**config.mk**
```make
export PLATFORM = sky130hd
export DESIGN_NAME = paralelo_serial
export DESIGN_NICKNAME = d
export VERILOG_FILES = /design/src/rtl/pci_phy_pkg.sv /design/src/rtl/paralelo_serial.sv
export SDC_FILE = /design/constraint.sdc
export NUM_CORES = 1
export LEC_CHECK = 0
export ABC_AREA = 1
export CORE_ASPECT_RATIO = 1.25
export CORE_MARGIN = 1
export CORE_UTILIZATION = 47
export DETAILED_ROUTE_END_ITERATION = 8
export PLACE_DENSITY = 0.71
export RECOVER_POWER = 50
export SETUP_SLACK_MARGIN = 0.02
export SLEW_MARGIN = 20
export SYNTH_ARGS = -nofsm -noshare
export SYNTH_HDL_FRONTEND = slang
export SYNTH_SLANG_ARGS = --single-unit
```
**constraint.sdc**
```tcl
create_clock -name clk_32f -period 1.5 [get_ports clk_32f]
set_clock_uncertainty 0.15 [all_clocks]
set_input_delay 0.3 -clock clk_32f [delete_from_list [all_inputs] [get_ports clk_32f]]
set_output_delay 0.3 -clock clk_32f [all_outputs]
set_load 0.01 [all_outputs]
```
**src/rtl/pci_phy_pkg.sv**
```systemverilog
// pci_phy_pkg: constants and state encoding shared by the PCIe PHY lane blocks
package pci_phy_pkg;
  localparam int SYM_W = 8;
  localparam logic [SYM_W-1:0] COMMA = 8'hBC;
  typedef enum logic {SYNC, RUN} tx_state_t;
endpackage

```
**src/rtl/paralelo_serial.sv**
```systemverilog
// paralelo_serial: byte-to-serial lane transmitter with comma preamble and comma idle fill
module paralelo_serial #(
  parameter int SYNC_SYMBOLS = 4,
  parameter logic [7:0] COMMA = pci_phy_pkg::COMMA
) (
  input  logic       clk_32f,
  input  logic       reset,
  input  logic [7:0] data_in,
  input  logic       valid_in,
  output logic       ready_out,
  output logic       data_out,
  output logic       active_out,
  output logic       sym_start
);
  import pci_phy_pkg::*;
  tx_state_t        state;
  logic [3:0]       sync_cnt;
  logic [SYM_W-1:0] shreg, shreg_n, hold, sym;
  logic [2:0]       bit_cnt, bit_cnt_n;
  logic             boundary, xfer, load_hold, hold_full, hold_full_n;
  // next symbol selection: held byte only in RUN, otherwise a comma fills the slot
  always_comb begin
    boundary    = bit_cnt == 3'd7;
    xfer        = valid_in && ready_out;
    load_hold   = boundary && state == RUN && hold_full;
    sym         = load_hold ? hold : COMMA;
    shreg_n     = boundary ? sym : shreg << 1;
    bit_cnt_n   = boundary ? 3'd0 : bit_cnt + 3'd1;
    hold_full_n = xfer || (hold_full && !load_hold);
  end
  // shift register and serial outputs, MSB first, outputs track the next shreg state
  always_ff @(posedge clk_32f or negedge reset) begin
    if (!reset) begin
      shreg     <= '0;
      bit_cnt   <= 3'd7;
      data_out  <= 1'b0;
      sym_start <= 1'b0;
    end else begin
      shreg     <= shreg_n;
      bit_cnt   <= bit_cnt_n;
      data_out  <= shreg_n[SYM_W-1];
      sym_start <= bit_cnt_n == 3'd0;
    end
  end
  // preamble sequencer: count commas at each boundary, then run for good
  always_ff @(posedge clk_32f or negedge reset) begin
    if (!reset) begin
      state      <= SYNC;
      sync_cnt   <= '0;
      active_out <= 1'b0;
    end else if (boundary) begin
      if (state == SYNC) begin
        sync_cnt <= sync_cnt + 4'd1;
        if (sync_cnt == 4'(SYNC_SYMBOLS - 1)) state <= RUN;
      end else active_out <= 1'b1;
    end
  end
  // 1-deep holding register; ready mirrors an empty hold, held low on the release cycle
  always_ff @(posedge clk_32f or negedge reset) begin
    if (!reset) begin
      hold      <= '0;
      hold_full <= 1'b0;
      ready_out <= 1'b0;
    end else begin
      hold_full <= hold_full_n;
      ready_out <= !hold_full_n;
      if (xfer) hold <= data_in;
    end
  end
endmodule

```
==> results of run 1 <==
## critical path, delay by kind of cell, from the launching register on
| kind | cells | cell delay, ns |
|---|---|---|
| buffers and inverters | 1 | 0.08 |
| AND/OR/NAND/NOR | 4 | 0.27 |
| flip-flops | 1 | 0.58 |
| adder cells (fa/ha/maj) | 2 | 0.29 |
## cell type report
class,instances,area [µm²]
repair buffers,21,186
clock buffers,4,26.3
well taps,31,38.8
fillers,189,841
inverters,11,46.3
flip-flops and latches,28,704
multi-input cells,74,415
## kinds of logic (layout without fill, tap and decap cells)
group                      count (synthesis)  count (layout)
AOI/OAI and AO/OA                          4               4
xor gates and xnor gates                   1               1
adders and majority gates                  4               4
buffers and inverters                     14              36
DFF                                       28              28
and+or+nand+nor                           65              65
## what timing repair did
action                     CTS  global route
cloned                       0             0
setup buffers                0             2
pin swaps                    0             0
gates resized for setup      4            11
setup endpoints to repair    4            12
## stage by stage
| step | std cells | instance area (µm²) |
|---|---|---|
| after floorplan | 116 | 1170 |
| after global placement | 163 | 1360 |
| after detailed placement | 163 | 1360 |
| after CTS | 167 | 1380 |
| after global routing | 169 | 1420 |
| final | 169 | 1420 |
## layer usage
metal  vias to the layer above  track usage, %
met5                         -               0
met4                         0            8.82
met3                         5            3.80
met2                        16            29.0
met1                       368            19.7
li1                        397               -
## where the power goes
| part | leakage, nW | switching, mW | internal, mW | total, mW |
|---|---|---|---|---|
| clock network | 0.0150 | 0.208 | 0.104 | 0.312 |
| registers | 0.333 | 0.0364 | 0.824 | 0.861 |
| logic | 0.339 | 0.0741 | 0.0705 | 0.145 |
## how the worst min path moves through the flow
stage | slack, ns | depth (start not counted) | end
finish | 0.29 | 2 | ready_out
global route | 0.32 | 2 | hold_full
CTS | 0.11 | 2 | hold_full
detailed placement | 0.30 | 2 | shreg[1]
global placement | 0.29 | 2 | shreg[1]
floorplan | -0.15 | 0 | active_out
## placed cells by master, fill, tap and decap left out
cell / instances
nor2_2: 5
nand3_1: 10
clkbuf_2: 1
buf_4: 5
o21bai_1: 1
inv_6: 1
nand2_1: 28
o21ai_0: 1
dfstp_2: 3
clkdlybuf4s15_1: 4
xor2_1: 1
ha_4: 2
ha_1: 2
o21ai_2: 1
or2_1: 1
clkbuf_4: 3
nand2_4: 2
dfrtp_1: 25
inv_2: 1
nor2_1: 17
a21oi_1: 1
inv_1: 9
clkdlybuf4s50_1: 9
dlygate4sd3_1: 1
nand2_2: 1
clkbuf_1: 2
nand2_8: 1
## flip-flops by register name, summed over array words and instances, names as in the netlist
| register | flops |
|---|---|
| bit_cnt | 3 |
| data_out | 1 |
| ready_out | 1 |
| state | 1 |
| active_out | 1 |
| sync_cnt | 4 |
| sym_start | 1 |
| shreg | 7 |
| hold | 8 |
| hold_full | 1 |
==> metrics, run 1 <==
status=completed; Die W=46.1 µm; critical-path maximum fanout=6; Worst Setup EP=data_out; crit-path max cell delay=0.58 ns; GP Congestion=0.718; number of global-route vias before repair=797; Syn. warnings=0; met1 wire length=737 µm; most used cell, CP=ha_4; core footprint=2260 µm²; layout cell share with drive strength beyond 1=18.8%; TritonCTS Buffers=3; critical setup path kind=reg2reg; H-tree levels=1; LEAKAGE=0.687 nW; largest family of logic cells by synthesized area=simple AND/OR/NAND/NOR gates; die height=57.2 µm; largest net degree at the start of global routing=20; Async S/R FF share, synth=100%; Initial DRC Count=12; DIE AREA=2640 µm²; post-synthesis mux area share=0%; Worst-Margin Slew=0.463 ns; routed vias=786; Synth top cells by count=nand2_1, dfrtp_1, nor2_1, inv_1, nand3_1; # diodes=0; Critical Path Start=bit_cnt[0]; area delta synth->final=24.0%; Final nets=154; DRC Markers=0; # hold bufs at CTS=0; Syn Nets=131; FF+latch count, synth=28; crit path cell chain=ha_4, ha_4, nand2_4, inv_6, nand2_8, nor2_2, nor2_1; worst-case clock buffer depth=2; IO Pins=15; PD cells=929 nW/µm²; Avg Synthesized Cell Area=9.86 µm²; Synth Cell Area=1140 µm²; final core utilization=62.8%; final worst path period share=97.6%; R2R setup slack=0.04 ns; Post-synth EDFFs=0; Reg2Reg Depth=7; global-route wire length before repair=3.24 mm; worst min-delay path class=in2async; CTS sink cnt=28; Arrival @ worst endpoint=1.54 ns; Pins Over Slew Limit=0; setup ws final=0.0358 ns; clock-pin slew on the worst setup and hold paths=0.13 ns; CTS Root Cell=clkbuf_4; via/cell ratio=4.65; DP HPWL=1.34 mm; met3 WL=49 µm; Std-Cell Rows=19; Yosys cell types=20; area leader, netlist=dfrtp_1; post-synthesis sequential area ratio=61.6%; post-synth top area share=54.7%; fmax=683 MHz; Worst Setup Start Kind=flip-flop; Synth Area in Simple Gates=25.1%; first-pass detailed-route iteration total=2; Crit Reg-Reg Startpoint=bit_cnt[0]; Setup Viol. Count Final=0; initial core utilization=50.6%; count leader, synth=nand2_1; Worst EP required=1.58 ns; grt total ovfl=0; Hold Worst Slack=0.290 ns; RR Endpoint=data_out; Max VDD drop=0.000693 V; uppermost layer routed=met4; RSZ-0062 raised after global routing=true; Synth area leaders=dfrtp_1, nand2_1, dfstp_2; Synth Area in Compound Gates=2.30%; CTS tree=yes; Routed Wire Length=1.79 mm; Crit. End Element=flip-flop; drt wl/cell=10.6 µm; Hold Vio Cnt, Final=0; cells after synthesis=116; PnR Total Power=1.32 mW; top_reg_cell synth=dfrtp_1; slew margin rel.=69.1%; Total Routing Usage GR=17.2%; Synth Area in XOR/XNOR=0.766%; IO buf count=14; worst slack at placement=0.0538 ns; Crit-path slowest cell=dfstp_2; detailed route wirelength on metal2=958 µm; antenna violations before repair=0; number of max-cap violations=0; Adder-Cell Fraction of Synth Area=4.38%; Tmin final=1.46 ns; setup total negative slack=0 ns; worst-skew pair later-pin latency=0.33 ns; post-route antenna net violation count=0
No activity file was read; power rests on OpenSTA's default activity.
==> run 2, diff against run 1 <==
- MAX_ROUTING_LAYER: default -> met4
==> results of run 2 <==
No change in the layout: final DEF, timing and power equal those of run 1.
Among the figures that moved: final weighted congestion in routability-driven placement 0.718 -> 0.727; overall routing resource usage 17.2% -> 17.7%
